**src/rtl/systolic_result_collector_pkg.sv**
```systemverilog
// ---------------------------------------------------------------------------
// systolic_result_collector_pkg
//
// Purpose:
//   Shared definitions for the systolic result collector. The package holds:
//     - the collector FSM state encoding;
//     - the row-major flat index helper, which matches the indexing the
//       operand feeder uses for A and B;
//     - the last-beat helper. An N x N array drains its results over
//       2N-1 skewed beats, numbered 0..2N-2.
//
// Ports:
//   (package, no ports)
// ---------------------------------------------------------------------------
package systolic_result_collector_pkg;

    typedef enum logic [1:0] {
        ST_IDLE    = 2'd0,
        ST_COLLECT = 2'd1,
        ST_HOLD    = 2'd2
    } collector_state_t;

    // Row-major flat position of element [row][col] in an n x n matrix.
    function automatic int flat_index(input int row, input int col, input int n);
        return row * n + col;
    endfunction

    // Number of the final drain beat for an n x n array.
    function automatic int last_beat(input int n);
        return 2 * n - 2;
    endfunction

endpackage

```
**src/rtl/collector_row_lane.sv**
```systemverilog
// ---------------------------------------------------------------------------
// collector_row_lane
//
// Purpose:
//   Holds the N result registers of one C row (row ROW). On drain beat k,
//   the value leaving array row ROW belongs to column k-ROW. The lane writes
//   it only when that column is in 0..N-1. The skewed head and tail beats
//   fall outside that range and the lane drops them.
//
// Ports:
//   clk        in   clock, rising edge
//   reset      in   asynchronous active-low reset
//   clear      in   zero all registers of this row (new matrix armed)
//   write_en   in   a drain beat is being accepted this cycle
//   beat       in   current beat number k
//   lane_data  in   value leaving array row ROW on this beat
//   row_data   out  C[ROW][0..N-1], column c at bits c*ACC_WIDTH
// ---------------------------------------------------------------------------
module collector_row_lane #(
    parameter int N         = 2,
    parameter int ACC_WIDTH = 32,
    parameter int CNT_W     = 9,
    parameter int ROW       = 0
) (
    input  logic                   clk,
    input  logic                   reset,
    input  logic                   clear,
    input  logic                   write_en,
    input  logic [CNT_W-1:0]       beat,
    input  logic [ACC_WIDTH-1:0]   lane_data,
    output logic [N*ACC_WIDTH-1:0] row_data
);

    // Column arithmetic uses one extra bit. A beat earlier than ROW then
    // gives a negative column, and the lane rejects it. It does not wrap
    // around to a large positive column.
    localparam int CW = CNT_W + 1;

    logic signed [CW-1:0]  col_s;
    logic [CNT_W-1:0]      col_idx;
    logic                  in_range;
    logic [ACC_WIDTH-1:0]  row_regs [N];

    assign col_s    = $signed({1'b0, beat}) - $signed(CW'(ROW));
    assign col_idx  = col_s[CW-2:0];
    assign in_range = !col_s[CW-1] && (col_idx < CNT_W'(N));

    always_ff @(posedge clk or negedge reset) begin
        if (!reset) begin
            row_regs <= '{default: '0};
        end else if (clear) begin
            row_regs <= '{default: '0};
        end else begin
            for (int c = 0; c < N; c++) begin
                if (write_en && in_range && (col_idx == CNT_W'(c))) begin
                    row_regs[c] <= lane_data;
                end
            end
        end
    end

    for (genvar c = 0; c < N; c++) begin : g_col
        assign row_data[c*ACC_WIDTH +: ACC_WIDTH] = row_regs[c];
    end

endmodule

```
**src/rtl/systolic_result_collector.sv**
```systemverilog
// ---------------------------------------------------------------------------
// systolic_result_collector
//
// Purpose:
//   Drain-side counterpart to the systolic operand feeder. The block accepts
//   the skewed accumulator beats shifted out of the MAC array and de-skews
//   them into a flat row-major C matrix. It holds C for downstream under a
//   valid/ready handshake.
//
// Ports:
//   clk          in   clock, rising edge
//   reset        in   asynchronous active-low reset
//   start        in   one-cycle pulse, arms collection (honoured in IDLE only)
//   drain_valid  in   drain_data carries a beat this cycle
//   drain_data   in   slice i = value leaving array row i
//   busy         out  high in COLLECT or HOLD
//   c_valid      out  C complete and held
//   c_ready      in   downstream accepts C
//   c_data       out  C[r][c] at bits ACC_WIDTH*(r*N+c)
//   overrun      out  sticky: a drain beat arrived while C was being held
// ---------------------------------------------------------------------------
module systolic_result_collector
    import systolic_result_collector_pkg::*;
#(
    parameter int N          = 2,
    parameter int ACC_WIDTH  = 32,
    parameter int LOG2_MAX_N = 8
) (
    input  logic                     clk,
    input  logic                     reset,
    input  logic                     start,
    input  logic                     drain_valid,
    input  logic [N*ACC_WIDTH-1:0]   drain_data,
    output logic                     busy,
    output logic                     c_valid,
    input  logic                     c_ready,
    output logic [N*N*ACC_WIDTH-1:0] c_data,
    output logic                     overrun
);

    localparam int CNT_W = LOG2_MAX_N + 1;
    localparam logic [CNT_W-1:0] LAST_BEAT = CNT_W'(last_beat(N));

    collector_state_t state;
    logic [CNT_W-1:0] beat;
    logic             lane_clear;
    logic             lane_write;

    // The lanes follow the FSM. A start accepted in IDLE wipes the previous
    // matrix. Beats count only while collecting, so beats that arrive in
    // IDLE or HOLD never reach the result registers.
    assign lane_clear = (state == ST_IDLE) && start;
    assign lane_write = (state == ST_COLLECT) && drain_valid;

    // Control FSM. busy and c_valid are registered with the state, so they
    // change on the same edge as the state transition. HOLD therefore lasts
    // at least one cycle even when c_ready is already high.
    always_ff @(posedge clk or negedge reset) begin
        if (!reset) begin
            state   <= ST_IDLE;
            beat    <= '0;
            busy    <= 1'b0;
            c_valid <= 1'b0;
            overrun <= 1'b0;
        end else begin
            unique case (state)
                ST_IDLE: begin
                    if (start) begin
                        state   <= ST_COLLECT;
                        beat    <= '0;
                        busy    <= 1'b1;
                        overrun <= 1'b0;
                    end
                end
                ST_COLLECT: begin
                    if (drain_valid) begin
                        beat <= beat + CNT_W'(1);
                        if (beat == LAST_BEAT) begin
                            state   <= ST_HOLD;
                            c_valid <= 1'b1;
                        end
                    end
                end
                ST_HOLD: begin
                    if (drain_valid) begin
                        overrun <= 1'b1;
                    end
                    if (c_valid && c_ready) begin
                        state   <= ST_IDLE;
                        c_valid <= 1'b0;
                        busy    <= 1'b0;
                    end
                end
                default: begin
                    state   <= ST_IDLE;
                    busy    <= 1'b0;
                    c_valid <= 1'b0;
                end
            endcase
        end
    end

    // One lane per row. The lane for row i writes the contiguous slice of
    // c_data that starts at element [i][0].
    for (genvar i = 0; i < N; i++) begin : g_row
        localparam int BASE = flat_index(i, 0, N) * ACC_WIDTH;

        collector_row_lane #(
            .N         (N),
            .ACC_WIDTH (ACC_WIDTH),
            .CNT_W     (CNT_W),
            .ROW       (i)
        ) u_lane (
            .clk       (clk),
            .reset     (reset),
            .clear     (lane_clear),
            .write_en  (lane_write),
            .beat      (beat),
            .lane_data (drain_data[i*ACC_WIDTH +: ACC_WIDTH]),
            .row_data  (c_data[BASE +: N*ACC_WIDTH])
        );
    end

endmodule

```
**config.mk**
```make
export PLATFORM = sky130hd
export DESIGN_NAME = systolic_result_collector
export DESIGN_NICKNAME = d
export VERILOG_FILES = /design/src/rtl/systolic_result_collector_pkg.sv /design/src/rtl/collector_row_lane.sv /design/src/rtl/systolic_result_collector.sv
export SDC_FILE = /design/constraint.sdc
export NUM_CORES = 1
export LEC_CHECK = 0
export BUFFER_PORTS_ARGS = -buffer_cell sky130_fd_sc_hd__buf_2
export CORE_UTILIZATION = 45
export CTS_BUF_LIST = sky130_fd_sc_hd__clkbuf_16
export DETAILED_ROUTE_END_ITERATION = 8
export GPL_TIMING_DRIVEN = 0
export PLACE_DENSITY = 0.76
export SYNTH_ARGS = -nofsm -noshare
export SYNTH_HDL_FRONTEND = slang
export SYNTH_HIERARCHICAL = 1
export SYNTH_SLANG_ARGS = --single-unit
```
**constraint.sdc**
```tcl
create_clock -name clk -period 2.1 [get_ports clk]
set_input_delay 0.42 -clock clk [delete_from_list [all_inputs] [get_ports clk]]
set_output_delay 0.42 -clock clk [all_outputs]
set_load 0.02 [all_outputs]
```
==> results by group <==
Run status
  • Status: finished, final reports clean

Die
  • Starting density of the core: 0.466
  • CORE AREA: 15300 um2
  • # rows: 45
  • Die H: 128 um
  • Die area: 16400 um2
  • IO Count: 200
  • Die width: 128 um

Power
  • Leakage: 4.31 nW
  • Pwr dens: 1420 nW/um2
  • VDD IR max: 0.000723 V

Timing
  • Final period util: 0.987
  • Fin. Hold Viols: 0
  • Final period demand of the worst path: 2.07 ns
  • RSZ-0062 raised after global routing: yes
  • # setup viols final: 0
  • Worst relative slew slack: 0.480
  • Fmax: 483 MHz
  • Final slew viol count: 0
  • Worst Tran Pin Value: 0.780 ns
  • Clk_skew: 0.0106 ns
  • Worst setup margin: 0.0278 ns

Yosys
  • Synthesized area: 7130 um2
  • Post-synth EDFFs: 0
  • Post-synth top area share: 0.498
  • Syn. warnings: 6
  • Yosys cell types: 49
  • Top post-synthesis cells by count: 142 x dfrtp_1, 132 x a21oi_1, 131 x nand4_1
  • Gate count of the mapped netlist: 710
  • Mapped Nets: 784
  • Most frequent cell after synthesis: dfrtp_1
  • Async S/R FF share, synth: 1.00
  • Synth Flop Type: dfrtp_1
  • Average instance area after synthesis: 10.0 um2
  • Yosys reg bits: 142
  • Ranking of synthesized cells by area: dfrtp_1 50%, nand4_1 11%, a21oi_1 9.3%, o31ai_2 5.4%, o21ai_0 5.1%
  • Area leader, netlist: dfrtp_1
  • Post-synthesis sequential area ratio: 0.498

Setup path
  • Crit path required time: 2.41 ns
  • Critical path class: reg2reg
  • CP Max Fanout: 10
  • CP Launch Type: flop
  • Worst setup EP type: flop
  • Worst EP arrival: 2.38 ns

Finish
  • Share of cells above drive strength 1: 0.401
  • Final Core Density: 0.607
  • Final #Nets: 1019
  • Antenna diode count: 0
  • Area Overhead vs Synth: 30.2%

GRT
  • Vias in the first global route: 6572
  • Total gr overflow: 0
  • Initial antenna violation count: 1
  • Largest net degree at the start of global routing: 83
  • First-pass GRT wire length: 34000 um
  • Gr usage total: 0.264

Routing
  • Vias/cell: 5.93
  • Drc violations: 0
  • Via Count: 6928
  • DR iter-0 viols: 669
  • TritonRoute pass-1 iters: 6
  • Antenna-violating nets left: 0
  • Drt total wl: 21500 um
  • DR WL/cell: 18.4 um

Placed design
  • IO Port Bufs: 199
  • Final RePlAce weighted congestion: 0.830
  • Worst slack at placement: -0.504 ns
  • DP Wirelength: 14700 um

Clock network
  • Worst skew pair latency: 0.43 ns
  • CTS H-tree depth: 4
  • Post-CTS Hold Buffers: 0
  • Maximum clock path buffer count: 2
  • CTS clock-pin slew for the worst setup and hold paths: 0.06 ns
  • TritonCTS clock tree: done
  • Clk root buf: clkbuf_16
  • TritonCTS Sinks: 142
  • Num CTS Buffers: 17

Hold path
  • Hold Path Class: in2async

Run
  • Max cap viols: 0
worst paths after layout:
| check | start | to | slack (ns) | cells past startpoint |
|---|---|---|---|---|
| worst min register to register | g_row[0].u_lane/row_data[55]$_DFFE_PN0P_ | g_row[0].u_lane/row_data[55]$_DFFE_PN0P_ | 0.54 | 2 |
| min in group clk | drain_data[10] | g_row[0].u_lane/row_data[10]$_DFFE_PN0P_ | 0.26 | 3 |
| worst max-delay path | beat[2]$_DFFE_PN0P_ | g_row[1].u_lane/row_data[62]$_DFFE_PN0P_ | 0.03 | 7 |
| max in group asynchronous | reset | beat[3]$_DFFE_PN0P_ | 1.26 | 2 |
| worst max register to register | beat[2]$_DFFE_PN0P_ | g_row[1].u_lane/row_data[62]$_DFFE_PN0P_ | 0.03 | 7 |
| worst min-delay path | reset | g_row[1].u_lane/row_data[5]$_DFFE_PN0P_ | 0.03 | 1 |
worst max-delay path, cell delays in order, from the launching register on:
cell,delay [ns]
dfrtp_2,0.40
or3_4,0.42
or4_4,0.45
and4_4,0.21
buf_6,0.14
buf_8,0.13
nand4_1,0.13
a21oi_2,0.07
layer usage:
layer  vias to the layer above  wire [um]  global-route usage  share of wire
li1                       3212          -                   -              -
met1                      3361       9070               0.341           0.42
met2                       313      10200               0.421           0.47
met3                        40       1820              0.0747          0.085
met4                         2        441               0.101          0.021
met5                         -         11                   0        0.00051
final cells by class:
class	instances	area [um2]
Buffer	90	626
Tap cell	211	264
Sequential cell	142	3560
Inverter	9	33.8
Timing Repair Buffer	217	1160
Clock inverter	15	136
Fill cell	1347	6020
Multi-Input combinational cell	468	3090
Clock buffer	17	425
metrics by stage:
| stage | total power [W] | cells | area (um2) | hold WS (ns) | setup TNS, ns |
|---|---|---|---|---|---|
| 6_report | 0.0132 | 1169 | 9290 | 0.0280 | 0 |
| 5_1_grt | 0.0139 | 1169 | 9290 | 0.101 | -0.314 |
| 4_1_cts | 0.0130 | 1165 | 9150 | 0.0772 | 0 |
| 3_5_place_dp | 0.00978 | 1121 | 8430 | 0.521 | -33.00 |
| 3_3_place_gp | 0.00971 | 1120 | 8390 | 0.517 | -233.74 |
| 2_1_floorplan | 0.00800 | 710 | 7130 | 0.124 | 0 |
power breakdown:
part,internal [W],switching [W],total [W]
logic,0.00228,0.00432,0.00660
registers,0.00331,0.000363,0.00368
clock network,0.00164,0.00124,0.00288
total,0.00723,0.00593,0.0132
layout by cell type, fill, tap and decap left out, drive strengths merged, types with 2 or more instances in the layout:
cell,instances
inv,14
nor4,2
nor4b,3
nand2,8
clkbuf,64
or4b,3
or4,2
a21oi,132
nor3,4
buf,260
nor2,9
clkinvlp,4
ha,5
nand4,132
dfrtp,142
xnor2,5
o31ai,66
clkinv,5
nand3,3
or3,5
o21ai,74
state kept, by name (all words and copies together) (netlist names):
signal and flops:
busy 1, c_valid 1, g_row.u_lane/row_data 128, overrun 1, state 2, beat 9
what timing repair did:
| item | in CTS | in global routing |
|---|---|---|
| pin swaps | 2 | 20 |
| gates cloned | 1 | 1 |
| setup buffers | 12 | 3 |
| endpoints found under the setup margin | 124 | 122 |
| resized for setup | 23 | 91 |
logic make-up after synthesis:
kind of cell | after synthesis | synth area share
AO/OA/AOI/OAI | 275 | 0.239
AND/OR/NAND/NOR | 181 | 0.161
flip-flops | 142 | 0.498
buffers and inverters | 100 | 0.0847
XOR/XNOR | 6 | 0.00737
adder cells (fa/ha/maj) | 5 | 0.00877
multiplexers | 1 | 0.00140
(Power assumes the default switching activity.)
